<file path="src/rtl/word_byte_sequencer_pkg.sv">
// Shared widths and FSM state type for the word-to-byte sequencer.
package word_byte_sequencer_pkg;

    localparam int BYTE_W         = 8;
    localparam int WORD_W         = 32;
    localparam int BYTES_PER_WORD = 4;
    localparam int IDX_W          = 2;

    typedef enum logic {
        IDLE = 1'b0,
        SEND = 1'b1
    } state_t;

endpackage

</file>
<file path="src/rtl/word_byte_sequencer_splitter.sv">
// Splits a 32-bit word into its four bytes; o1 is the most significant byte.
module splitter
    import word_byte_sequencer_pkg::*;
(
    input  logic [WORD_W-1:0] a,
    output logic [BYTE_W-1:0] o1,
    output logic [BYTE_W-1:0] o2,
    output logic [BYTE_W-1:0] o3,
    output logic [BYTE_W-1:0] o4
);

    assign o1 = a[31:24];
    assign o2 = a[23:16];
    assign o3 = a[15:8];
    assign o4 = a[7:0];

endmodule

</file>
<file path="src/rtl/word_byte_sequencer.sv">
// Serializes one buffered 32-bit word into four bytes on a valid/ready stream.
// Optional even-parity output enabled by defining SEQ_PARITY_EN.
module word_byte_sequencer
    import word_byte_sequencer_pkg::*;
#(
    parameter int MSB_FIRST = 1
) (
    input  logic              clk,
    input  logic              rst_n,
    input  logic              in_valid,
    input  logic [WORD_W-1:0] in_data,
    output logic              in_ready,
    output logic              out_valid,
    output logic [BYTE_W-1:0] out_data,
    output logic              out_last,
    input  logic              out_ready,
    output logic              busy
`ifdef SEQ_PARITY_EN
    ,
    output logic              out_parity
`endif
);

    localparam logic [IDX_W-1:0] LAST_IDX = IDX_W'(BYTES_PER_WORD - 1);

    // Valid/ready: a transfer happens on a rising edge where both valid and
    // ready are high; valid never waits on ready, and the payload is held
    // stable while valid is high and ready is low.
    state_t            state_q, state_d;
    logic [WORD_W-1:0] wr_q, wr_d;
    logic [IDX_W-1:0]  idx_q, idx_d;

    logic              in_hs;
    logic              out_hs;
    logic              at_last;
    logic [IDX_W-1:0]  sel;
    logic [BYTE_W-1:0] o1, o2, o3, o4;
    logic [BYTE_W-1:0] byte_sel;

    splitter u_splitter (
        .a  (wr_q),
        .o1 (o1),
        .o2 (o2),
        .o3 (o3),
        .o4 (o4)
    );

    assign at_last   = (idx_q == LAST_IDX);
    assign out_valid = (state_q == SEND);
    assign busy      = (state_q == SEND);
    assign out_last  = out_valid & at_last;
    assign in_ready  = (state_q == IDLE) | ((state_q == SEND) & at_last & out_ready);
    assign in_hs     = in_valid & in_ready;
    assign out_hs    = out_valid & out_ready;

    // LSB-first order walks the splitter outputs backwards: ~idx == 3 - idx.
    assign sel = (MSB_FIRST != 0) ? idx_q : ~idx_q;

    always_comb begin
        byte_sel = o1;
        case (sel)
            2'd0: byte_sel = o1;
            2'd1: byte_sel = o2;
            2'd2: byte_sel = o3;
            2'd3: byte_sel = o4;
            default: byte_sel = o1;
        endcase
    end

    assign out_data = out_valid ? byte_sel : '0;

`ifdef SEQ_PARITY_EN
    assign out_parity = out_valid & (^out_data);
`endif

    always_comb begin
        state_d = state_q;
        wr_d    = wr_q;
        idx_d   = idx_q;
        case (state_q)
            IDLE: begin
                if (in_hs) begin
                    state_d = SEND;
                    wr_d    = in_data;
                    idx_d   = '0;
                end
            end
            SEND: begin
                if (out_hs) begin
                    if (!at_last) begin
                        idx_d = idx_q + 2'd1;
                    end else if (in_hs) begin
                        wr_d  = in_data;
                        idx_d = '0;
                    end else begin
                        state_d = IDLE;
                        idx_d   = '0;
                    end
                end
            end
            default: begin
                state_d = IDLE;
                idx_d   = '0;
            end
        endcase
    end

    always_ff @(posedge clk or negedge rst_n) begin
        if (!rst_n) begin
            state_q <= IDLE;
            wr_q    <= '0;
            idx_q   <= '0;
        end else begin
            state_q <= state_d;
            wr_q    <= wr_d;
            idx_q   <= idx_d;
        end
    end

endmodule

</file>
<file path="config.mk">
export PLATFORM = sky130hd
export DESIGN_NAME = word_byte_sequencer
export DESIGN_NICKNAME = d
export VERILOG_FILES = /design/src/rtl/word_byte_sequencer_pkg.sv /design/src/rtl/word_byte_sequencer_splitter.sv /design/src/rtl/word_byte_sequencer.sv
export SDC_FILE = /design/constraint.sdc
export NUM_CORES = 1
export LEC_CHECK = 0
export ABC_AREA = 1
export CORE_MARGIN = 1
export CORE_UTILIZATION = 48
export CTS_CLUSTER_SIZE = 24
export DETAILED_ROUTE_END_ITERATION = 10
export GPL_ROUTABILITY_DRIVEN = 0
export PLACE_DENSITY_LB_ADDON = 0.3
export SKIP_CTS_REPAIR_TIMING = 1
export SYNTH_ARGS = -nofsm -noshare
export SYNTH_HDL_FRONTEND = slang
export SYNTH_SLANG_ARGS = --single-unit
</file>
<file path="constraint.sdc">
create_clock -name clk -period 1.5 [get_ports clk]
set_input_delay 0.15 -clock clk [delete_from_list [all_inputs] [get_ports clk]]
set_output_delay 0.15 -clock clk [all_outputs]
set_load 0.02 [all_outputs]
</file>
# After elaboration in Yosys (flattened, before gate mapping)
# Index checks and enable logic that the tools add are counted.
# Widths: inputs -> output; s select.
word_totals:
  reg_bits: 35
  latch_bits: 0
  ram_bits: 0
  mem_bits_ro: 0
  in_bits: 36
  output_inout_bits: 12
  wordCells: 33
  memories: 0
classes:
  n_addsub: 1
  mul: 0
  n_div: 0
  n_lt_le_gt_ge: 0
  eq_ne: 6
  shift: 0
  muxes: 14
  bitwise: 6
  n_reduce_logical: 3
op_table:
  columns: ["op", "count"]
  rows:
  - ["$mux 32", 3]
  - ["$pmux 32 s2", 1]
  - ["$pmux 8 s4", 1]
  - ["$mux 8", 1]
  - ["$mux 2", 3]
  - ["$and 1x1->1", 4]
  - ["$eq 2x2->1 const B", 2]
  - ["$ne 2x1->1 const B", 2]
  - ["$pmux 2 s2", 1]
  - ["$reduce_and 2->1", 2]
  - ["$mux 1", 3]
  - ["$add 2x1->2 const B", 1]
  - ["$eq 2x1->1 const B", 1]
  - ["$logic_not 2->1", 1]
  - ["$ne 2x2->1 const B", 1]
  - ["$pmux 1 s2", 1]
  - ["$not 1->1", 1]
  - ["$or 1x1->1", 1]

# Depth between registers and ports, before layout
# Gate-level depths: netlist of run 1.
depth:
  depth_word: 9
  ltp_mapped: 8

# By module
# Synthesis of run 1 repeated with hierarchy kept, for this count alone.
unflattened:
  hier_cells: 261
  area_unflattened_um2: 2037.0
by_module_without_submodules:
  columns: ["module", "instances", "cells_per_inst", "area_each_um2", "seq_area_each_um2"]
  rows:
  - ["word_byte_sequencer", 1, 229, 1796.7, 875.8]
  - ["splitter", 1, 32, 240.2, 0.0]

# Worst setup path before layout of run 1
# Ideal clock, no wire load.
synth_timing:
  kind: "register to output"
  from: "register idx_q[0]"
  to: "output port out_data[6]"
  arrival_time_ns: 1.335
  setup_slack_ns: 0.015
  path_stages_with_launch: 8
  path_buffers: 1
  path_cell_list: "dfrtp_1 > inv_1 > ha_1 > clkbuf_1 > nand2_1 > nand2_1 > inv_1 > a21oi_1"
synth_between:
  elab_chain_cells: 3
  word_cells_on_any_way: 6
  cone_classes: "3 x eq/ne; 2 x mux; 1 x reduce/logical"
synth_rtl:
  columns: ["element", "line", "rtl"]
  rows:
  - ["start: declaration", "word_byte_sequencer.sv:31", "logic [IDX_W-1:0] idx_q, idx_d;"]
  - ["start signal: assignment", "word_byte_sequencer.sv:116", "idx_q <= idx_d;"]
  - ["$eq 2x2->1 (tied with other cells)", "word_byte_sequencer.sv:61", "case (sel)"]
  - ["$pmux 8 s4 *", "word_byte_sequencer.sv:61", null]
  - ["$mux 8 *", "word_byte_sequencer.sv:70", "assign out_data = out_valid ? byte_sel : '0;"]
  - ["end: declaration", "word_byte_sequencer.sv:14", "output logic [BYTE_W-1:0] out_data,"]
# Mark *: on every way between the ends. The rest lies on a longest branch, timed or not.

# Worst setup path after layout of run 1
layout_timing:
  from: "register idx_q[0]"
  to: "output port out_data[4]"
# Same word-level chain as after synthesis.

==> out/summary.log, run 1 <==
qor: die.design.die.area 0.003992 sq mm
qor: logic_synthesis.synth-seq-cells 35
qor: routing.drt_wl_total 6516 um
qor: logic_synthesis.yosysSeqAreaShare 48.75%
qor: placement.dpl-instance-area 0.002364 sq mm
qor: critical_path.reg2regPathDepth 10
qor: die.ios 48
qor: status.status complete, but fails checks
qor: routing.wl_met2 3175 um
qor: clock_network.tritoncts built
qor: status.violations negative setup slack
qor: critical_path.timing.rr.start idx_q[0]
qor: timing.finClkSkew 0.01807 ns
qor: logic_synthesis.synth_warnings 0
qor: critical_path.crit_type reg2out
qor: critical_path.critical_path.top_delay_family flip-flops
qor: critical_path.cpPeakStageDelay 0.41 ns
qor: routing.viasPerCell 5.991
qor: global_route.grt_max_degree 36
qor: routing.met3WireLength 620 um
qor: critical_path.crit_cells 5
qor: layout.finish.utilization 85.14%
qor: placement.hpwl 3174 um
qor: layout.nets 331
qor: placement.io_buffers 47
qor: job.drv.max_cap_violation_count 0
qor: logic_synthesis.cell_count_after_synthesis 229
qor: logic_synthesis.synth-edff-count 0
qor: logic_synthesis.synth_flop_cell dfrtp_1
qor: timing.slew-limit-headroom 70.79%
qor: die.die_w 63.18 um
qor: critical_path.endpoint out_data[4]
qor: clock_network.clk_slew_on_worst_s_h_paths 0.08 ns
qor: logic_synthesis.synth-async-reset-ratio 100.0%
qor: critical_path.crit_path_cell_trace buf_6 -> ha_2 -> a21oi_1 -> a21oi_2 -> buf_4
qor: routing.route.antenna.remaining_nets 0
qor: pwr.ir_worst_vdd 1.231 mV
qor: clock_network.cts-buffers-inserted 5
qor: logic_synthesis.synthDominantAreaCellType dfrtp_1
qor: layout.finish.cell_count_without_fillers 337
qor: logic_synthesis.net_count_synth 269
qor: logic_synthesis.synthesis.area 0.001797 sq mm
qor: critical_path.critical_path.max_fanout 8
qor: timing.final-max-slew-violation-count 0
qor: global_route.grt_pass1_wl 7341 um
qor: pwr.pwr_density_cell 2078 mW/mm^2
qor: global_route.globalRouteTotalUtil 24.07%
qor: timing.final-setup-viol-count 42
qor: clock_network.clk_latency_worst_skew_pair 0.31 ns
qor: critical_path.cp_data_required_time 1.35 ns
qor: clock_network.clock-sinks 35
qor: critical_path.endpoint_kind output port
qor: timing.worst_slew_pin_slew 0.4381 ns
qor: die.chip_height 63.18 um
qor: timing.timing.final.crit_share 119.3%
qor: routing.wl_met1 2429 um
qor: critical_path.worst_r2r_endpoint wr_q[21]
qor: die.core_area 0.003468 sq mm
qor: critical_path.critical_path.slowest_cell dfrtp_1
qor: logic_synthesis.post_synth_most_frequent_cells 92 x nand2_1, 35 x dfrtp_1, 33 x nand4_1
qor: timing.maxClockFrequency 0.5589 GHz
qor: logic_synthesis.synth.avg_cell_area 7.846 sq um
qor: logic_synthesis.netlist-cell-type-count 15
qor: timing.fin_ws -0.2892 ns
qor: critical_path.worstSetupStartpointType register
qor: routing.wire_per_inst 19.34 um
qor: timing.hold_violations 0
qor: global_route.grt_pass1_vias 1,590
qor: layout.antenna_cells 0
qor: critical_path.crit_buf_inv 2
qor: die.number_of_placement_rows 21
qor: layout.fillCellCount 188
qor: logic_synthesis.yosysTopAreaCellShare 48.75%
qor: routing.via_count 2,019
qor: logic_synthesis.synth.top_cells.by_area dfrtp_1 49%, nand2_1 19%, nand4_1 11%, a21oi_1 4.5%, o21ai_0 3.3%
qor: routing.remaining_drc_errors 0
qor: clock_network.cts_max_level 2
qor: critical_path.r2r_slack -0.22 ns
qor: placement.dp_cells 320
qor: global_route.antenna_found_initial 0
qor: die.floorplan.initialDensity 51.80%
qor: timing.final.setup.tns -7.444 ns
qor: routing.detailedRoute.firstIterationViolations 161
qor: routing.drt_pass1_iterations 4
qor: timing.rsz0062_at_grt true
qor: critical_path.startpoint idx_q[0]
qor: layout.finish.instance_area 0.002953 sq mm
qor: global_route.globalRouteOverflowTotal 0
qor: pwr.power.leakage 1.393 nW
qor: logic_synthesis.yosysMostFrequentCell nand2_1
qor: layout.flow.area_growth_from_synthesis 64.35%
qor: clock_network.root_buffer clkbuf_8
qor: routing.highest-signal-layer met4
qor: critical_path.cp_data_arrival_time 1.64 ns
qor: clock_network.max-clock-path-buffers 2
qor: layout.post_route_cells_drive_above_1_share 39.18%
qor: timing.post-route-min-period 1.789 ns
qor: worst_hold_path.worstHoldPathType in2async
-- layout by cell type, fill, tap and decap left out, drive strengths merged --
cell and count:
nand2 93, clkdlybuf4s50 35, dfrtp 35, nand4 33, buf 32, a21oi 16
inv 15, o21ai 12, clkbuf 11, ha 4, dlymetal6s2s 2, nand3 2
bufinv 1
-- worst min path at each step --
stage | depth (start not counted) | startpoint | end
3_5_place_dp | 2 | wr_q[28] | wr_q[28]
6_report | 2 | rst_n | wr_q[15]
3_3_place_gp | 2 | wr_q[28] | wr_q[28]
2_1_floorplan | 0 | rst_n | busy
4_1_cts | 2 | rst_n | wr_q[12]
5_1_grt | 2 | rst_n | wr_q[15]
-- kinds of logic (layout without fill, tap and decap cells) --
kind of cell | Yosys count | count (layout) | share of synthesized area, %
compound gates | 28 | 28 | 7.800
fa+ha+maj | 4 | 4 | 2.786
buf+inv | 34 | 96 | 8.774
flops | 35 | 35 | 48.75
simple gates | 128 | 128 | 31.89
-- report_power, final --
group,switching (mW),internal (mW),total [mW]
Combinational,1.88,1.58,3.46
Clock,0.363,0.487,0.851
Sequential,0.449,1.37,1.82
Total,2.69,3.45,6.13
-- per-stage QoR --
step	total power, mW	hold WS [ns]	setup WS, ns
floorplan	3.003	-0.1456	0.01506
global placement	3.973	0.4490	-0.3840
detailed placement	4.040	0.4535	-0.4284
CTS	4.851	0.2932	-0.7294
global route	6.367	0.2969	-0.3074
finish	6.135	0.2550	-0.2892
-- flip-flops by register name, indices dropped and copies added, names as in the netlist --
| register | flops |
|---|---|
| idx_q | 2 |
| busy | 1 |
| wr_q | 32 |
-- routing by layer --
layer / global-route usage, % / vias up
met5: 0 / -
met4: 10.80 / 0
met3: 5.435 / 32
met2: 39.38 / 134
met1: 30.26 / 963
li1: - / 890
-- area by class of cell --
class                      instances  area (sq um)  share of cell area [%]
clock inverter                     1         30.03                   1.017
sequential                        35         878.3                   29.75
timing repair buffer              74         819.5                   27.75
tap                               46         57.56                   1.949
clock buffer                       6         72.57                   2.458
multi-input combinational        160          1036                   35.08
inverter                          15         58.81                   1.992
Power figures use the tool's default switching activity.
==> run 2: changes to the inputs <==
ABC_AREA = 0   (was 1)
REMOVE_ABC_BUFFERS = 1   (was default)
==> out/summary.log, run 2 <==
qor: routing.drt_pass1_iterations 4
qor: timing.final-max-slew-violation-count 0
qor: clock_network.max-clock-path-buffers 2
qor: layout.largest_register_ff_count 32
qor: logic_synthesis.synth-async-reset-ratio 100.0%
qor: pwr.ir_worst_vdd 1.183 mV
qor: layout.post_route_cells_drive_above_1_share 45.79%
qor: die.chip_height 62.52 um
qor: global_route.grt_max_degree 36
qor: clock_network.root_buffer clkbuf_4
qor: critical_path.cp_data_arrival_time 1.77 ns
qor: timing.post-route-min-period 1.917 ns
qor: die.ios 48
qor: critical_path.cp_data_required_time 1.35 ns
qor: routing.remaining_drc_errors 0
qor: logic_synthesis.synth.avg_cell_area 14.90 sq um
qor: layout.flow.area_growth_from_synthesis 46.48%
qor: layout.mostFrequentLayoutCells 35 x clkdlybuf4s50_1, 33 x dfrtp_1, 32 x mux2_4, 17 x buf_4, 10 x buf_6
qor: layout.finish.cell_count_without_fillers 236
qor: job.drv.max_cap_violation_count 0
qor: worst_hold_path.worstHoldPathType in2async
qor: routing.wire_per_inst 17.26 um
qor: layout.antenna_cells 0
qor: layout.largest_register wr_q
qor: layout.multi_input_area 832.0 sq um
qor: placement.hpwl 2749 um
qor: timing.fin_ws -0.4167 ns
qor: clock_network.cts-buffers-inserted 5
qor: timing.hold_violations 0
qor: critical_path.critical_path.slowest_cell dfrtp_2
qor: logic_synthesis.synthesis.area 0.001758 sq mm
qor: die.design.die.area 0.003908 sq mm
qor: routing.via_count 1,212
qor: pwr.switching_share_of_total_power 35.75%
qor: pwr.power.leakage 1.232 nW
qor: timing.maxClockFrequency 0.5217 GHz
qor: logic_synthesis.synth_warnings 0
qor: status.violations negative setup slack
qor: critical_path.worstSetupStartpointType register
qor: logic_synthesis.post_synth_most_frequent_cells 35 x dfrtp_1, 30 x mux2_4, 9 x o21ai_0
qor: timing.timing.final.crit_share 127.8%
qor: clock_network.tritoncts built
qor: logic_synthesis.netlist-cell-type-count 20
qor: timing.rsz0062_at_grt true
qor: critical_path.crit_path_cell_trace ha_4 -> buf_6 -> a222oi_1 -> a21oi_1 -> buf_4
qor: logic_synthesis.synth.top_cells.by_area dfrtp_1 50%, mux2_4 26%, a222oi_1 4.6%, buf_12 3.4%, ha_1 2.8%
qor: critical_path.critical_path.max_fanout 4
qor: layout.fillCellCount 232
qor: pwr.clock_power_share 9.3%
qor: layout.area_occupied_by_registers 878.3 sq um
qor: routing.drt_wl_total 4073 um
qor: pwr.internal-power 3.386 mW
qor: global_route.globalRouteOverflowTotal 0
qor: die.core_area 0.003416 sq mm
qor: global_route.globalRouteTotalUtil 22.21%
qor: logic_synthesis.yosysTopAreaCellShare 49.82%
qor: global_route.grt_pass1_wl 6568 um
qor: pwr.power.sequential.fraction 33.1%
qor: critical_path.critical_path.top_delay_family flip-flops
qor: global_route.grt_pass1_vias 1,416
qor: global_route.antenna_found_initial 0
qor: die.floorplan.initialDensity 51.47%
qor: placement.io_buffers 47
qor: placement.dp_cells 224
qor: logic_synthesis.synth-edff-count 0
qor: layout.nets 229
qor: logic_synthesis.cell_count_after_synthesis 118
qor: layout.finish.utilization 75.38%
qor: clock_network.cts_max_level 2
qor: layout.mostFrequentLayoutCell clkdlybuf4s50_1
qor: timing.finClkSkew 0.009011 ns
qor: clock_network.clk_latency_worst_skew_pair 0.35 ns
qor: die.die_w 62.52 um
qor: timing.worst_slew_pin_slew 0.4487 ns
qor: critical_path.r2r_slack -0.36 ns
qor: timing.slew-limit-headroom 70.09%
qor: timing.final.setup.tns -13.89 ns
qor: logic_synthesis.yosysSeqAreaShare 49.82%
qor: critical_path.crit_type reg2out
qor: pwr.logic_pwr_share 57.6%
qor: clock_network.clk_slew_on_worst_s_h_paths 0.10 ns
qor: status.status complete, but fails checks
qor: pwr.pwr_density_cell 2047 mW/mm^2
qor: timing.final-setup-viol-count 42
qor: critical_path.reg2regPathDepth 7
qor: logic_synthesis.synthDominantAreaCellType dfrtp_1
qor: clock_network.clock-sinks 35
qor: pwr.p_switching 1.884 mW
qor: logic_synthesis.synth-seq-cells 35
qor: logic_synthesis.synth_flop_cell dfrtp_1
qor: routing.viasPerCell 5.136
qor: critical_path.worst_r2r_endpoint wr_q[19]
qor: critical_path.cpPeakStageDelay 0.47 ns
qor: routing.detailedRoute.firstIterationViolations 93
qor: critical_path.crit_buf_inv 2
qor: logic_synthesis.yosysMostFrequentCell dfrtp_1
qor: critical_path.endpoint_kind output port
qor: die.number_of_placement_rows 21
qor: critical_path.timing.rr.start idx_q[0]
qor: timing.holdWs 0.2098 ns
qor: routing.route.antenna.remaining_nets 0
qor: pwr.power 5.270 mW
==> run 2: changes by cell type in the layout (fill, tap and decap cells not counted), sizes merged, moves of 2 or more <==
cell    delta
a21oi      -8
a222oi     +8
buf        +2
clkbuf     -2
inv       -12
mux2      +33
nand2     -91
nand3      -2
nand4     -33
o21ai      -3
o31ai      +2
==> run 2: cells by family (layout without fill, tap and decap cells) <==
logic type               after synthesis  in the layout  synth area share, %
AND/OR/NAND/NOR                        6              6                3.061
flip-flops                            35             35                49.82
adder cells (fa/ha/maj)                4              4                2.847
AO/OA/AOI/OAI                         28             28                11.17
buffers and inverters                 12             84                5.552
multiplexers                          33             33                27.54
==> run 2: worst max path at each step <==
stage | startpoint | end | slack, ns | cells past startpoint
after floorplan | busy | wr_q[10] | -0.27 | 3
after global placement | idx_q[0] | out_data[6] | -0.44 | 5
after detailed placement | idx_q[1] | out_data[7] | -0.51 | 5
after CTS | idx_q[1] | out_data[7] | -0.91 | 5
after global routing | idx_q[1] | out_data[3] | -0.53 | 5
final | idx_q[0] | out_data[2] | -0.42 | 5
==> run 2: cell type report <==
| class | instances | area share, % |
|---|---|---|
| flip-flops and latches | 35 | 34.11 |
| multi-input cells | 71 | 32.31 |
| repair buffers | 73 | 28.96 |
| well taps | 46 | 2.235 |
| clock buffers | 7 | 1.749 |
| inverters | 3 | 0.4373 |
| clock inverters | 1 | 0.1944 |
==> run 2: per-stage QoR <==
step / instance area (sq um) / worst slack (ns)
final: 2575 / -0.4167
after global routing: 2575 / -0.5343
after CTS: 2452 / -0.9060
after detailed placement: 2402 / -0.5057
after global placement: 2402 / -0.4413
after floorplan: 1672 / -0.2716
==> run 2: layer usage <==
layer	global-route usage, %	wire length, um	up-vias
met1	28.01	1753	577
met5	0	0	-
li1	-	-	577
met3	4.927	247	8
met4	10.76	61	0
met2	36.01	2011	50
==> run 2: power by group through the flow <==
stage          Sequential [mW]  Combinational (mW)  Clock, mW
3_3_place_gp              1.69                2.82          0
3_5_place_dp              1.72                2.90          0
4_1_cts                   1.71                2.92      0.504
6_report                  1.74                3.04      0.492
5_1_grt                   1.79                3.27      0.548
2_1_floorplan             1.64                1.70          0
==> run 3: changes to the inputs <==
--- a/config.mk
+++ b/config.mk
@@ -8,5 +8,5 @@
 export ABC_AREA = 0
 export CORE_MARGIN = 1
-export CORE_UTILIZATION = 48
+export CORE_UTILIZATION = 51
 export CTS_CLUSTER_SIZE = 24
 export DETAILED_ROUTE_END_ITERATION = 10
@@ -18,2 +18,3 @@
 export SYNTH_HDL_FRONTEND = slang
 export SYNTH_SLANG_ARGS = --single-unit
+export TNS_END_PERCENT = 5
==> constraint.sdc (replaced) <==
create_clock -name clk -period 2.45 [get_ports clk]
set_input_delay 0.3675 -clock clk [delete_from_list [all_inputs] [get_ports clk]]
set_output_delay 0.3675 -clock clk [all_outputs]
set_load 0.02 [all_outputs]
==> out/summary.log, run 3 (synthesized netlist as in run 2, its figures left out) <==
qor: clock_network.clk_latency_worst_skew_pair 0.33 ns
qor: timing.final-max-slew-violation-count 0
qor: global_route.globalRouteOverflowTotal 0
qor: pwr.power.leakage 1.138 nW
qor: routing.via_count 1,139
qor: layout.antenna_cells 0
qor: clock_network.clk_slew_on_worst_s_h_paths 0.10 ns
qor: clock_network.root_buffer clkbuf_4
qor: clock_network.tritoncts built
qor: global_route.grt_pass1_wl 5630 um
qor: timing.timing.final.crit_share 93.37%
qor: die.core_area 0.003153 sq mm
qor: timing.maxClockFrequency 0.4372 GHz
qor: pwr.ir_worst_vdd 0.6578 mV
qor: layout.finish.cell_count_without_fillers 209
qor: placement.io_buffers 47
qor: timing.rsz0062_at_grt false
qor: critical_path.critical_path.slowest_cell clkdlybuf4s50_1
qor: die.design.die.area 0.003686 sq mm
qor: pwr.logic_pwr_share 53.6%
qor: status.status complete, no violations
qor: critical_path.critical_path.top_delay_family buffers and inverters
qor: critical_path.endpoint_kind output port
qor: placement.dp_cells 203
qor: clock_network.max-clock-path-buffers 2
qor: critical_path.r2r_slack 0.68 ns
qor: routing.detailedRoute.firstIterationViolations 64
qor: global_route.grt_max_degree 36
qor: timing.final.setup.tns 0 ns
qor: die.die_w 60.71 um
qor: layout.finish.utilization 72.58%
qor: routing.remaining_drc_errors 0
qor: die.floorplan.initialDensity 55.75%
qor: critical_path.crit_path_cell_trace ha_2 -> a21bo_4 -> clkdlybuf4s50_1
qor: routing.wl_met2 1878 um
qor: job.drv.max_cap_violation_count 0
qor: layout.post_route_cells_drive_above_1_share 28.48%
qor: timing.worst_slew_pin_slew 0.4741 ns
qor: routing.met3WireLength 237 um
qor: critical_path.cp_data_arrival_time 1.92 ns
qor: timing.slew-limit-headroom 68.39%
qor: critical_path.timing.rr.start idx_q[0]
qor: timing.finClkSkew 0.007202 ns
qor: pwr.pwr_density_cell 1263 mW/mm^2
qor: layout.flow.area_growth_from_synthesis 30.18%
qor: pwr.p_switching 1.028 mW
qor: routing.drt_pass1_iterations 5
qor: timing.hold_violations 0
qor: pwr.clock_power_share 9.6%
qor: layout.mostFrequentLayoutCells 39 x clkdlybuf4s50_1, 35 x dfrtp_1, 30 x mux2_4, 9 x o21ai_0
qor: layout.mostFrequentLayoutCell clkdlybuf4s50_1
qor: critical_path.cpPeakStageDelay 0.61 ns
qor: clock_network.cts_max_level 2
qor: pwr.internal-power 1.862 mW
qor: routing.route.antenna.remaining_nets 0
qor: layout.largest_register wr_q
qor: clock_network.clock-sinks 35
qor: critical_path.worst_r2r_endpoint wr_q[9]
qor: critical_path.crit_type reg2out
qor: critical_path.crit_buf_inv 1
qor: pwr.power.sequential.fraction 36.9%
qor: critical_path.critical_path.max_fanout 11
qor: layout.nets 206
qor: timing.post-route-min-period 2.288 ns
qor: global_route.grt_pass1_vias 1,210
qor: pwr.switching_share_of_total_power 35.57%
qor: clock_network.cts-buffers-inserted 5
qor: die.chip_height 60.71 um
qor: placement.hpwl 2444 um
qor: global_route.antenna_found_initial 0
qor: routing.wire_per_inst 17.33 um
qor: critical_path.worstSetupStartpointType register
qor: die.number_of_placement_rows 20
qor: worst_hold_path.worstHoldPathType in2async
qor: die.ios 48
qor: timing.final-setup-viol-count 0
qor: timing.holdWs 0.4489 ns
qor: routing.drt_wl_total 3622 um
qor: routing.highest-signal-layer met4
qor: critical_path.cp_data_required_time 2.08 ns
qor: routing.wl_met1 1476 um
qor: critical_path.reg2regPathDepth 4
qor: routing.viasPerCell 5.450
qor: layout.largest_register_ff_count 32
qor: global_route.globalRouteTotalUtil 21.57%
## run 3: changes by cell type in the layout (fill, tap and decap cells not counted), sizes merged
cell,before,now
dlymetal6s2s,2,8
clkbuf,9,6
buf,34,3
clkinv,1,0
clkdlybuf4s50,35,39
## run 3: power groups by stage
stage	Combinational (mW)	Clock [mW]	Sequential, mW
6_report	1.55	0.276	1.07
5_1_grt	1.67	0.309	1.09
4_1_cts	1.58	0.288	1.06
3_5_place_dp	1.57	0	1.07
3_3_place_gp	1.54	0	1.04
2_1_floorplan	1.04	0	1.01
## run 3: worst max-delay path by stage
stage                        endpoint      from  cells after the start
after floorplan              wr_q[10]      busy                      3
after global placement    out_data[3]  idx_q[0]                      4
after detailed placement  out_data[6]  idx_q[0]                      5
after CTS                 out_data[6]  idx_q[0]                      5
after global routing         in_ready  idx_q[0]                      3
final                        in_ready  idx_q[0]                      3
## run 3: per-layer routing
metal	global-route usage, %	vias to the layer above
met3	5.970	4
met1	26.96	559
met4	7.143	0
met2	36.26	49
li1	-	527
met5	0	-
## run 3: metrics by stage
stage,setup WS [ns],area [sq um],power (mW)
global placement,0.2612,2220,2.580
global route,0.06721,2288,3.067
detailed placement,0.2201,2220,2.640
finish,0.1625,2288,2.890
CTS,-0.1874,2261,2.930
floorplan,0.6784,1672,2.044
## run 3: final cells by class
cell class              instances  area (sq um)
flip-flops and latches         35         875.8
fillers                       243         864.6
multi-input cells              71         792.0
repair buffers                 50         513.0
well taps                      44         55.05
clock buffers                   6         41.29
inverters                       3         11.26
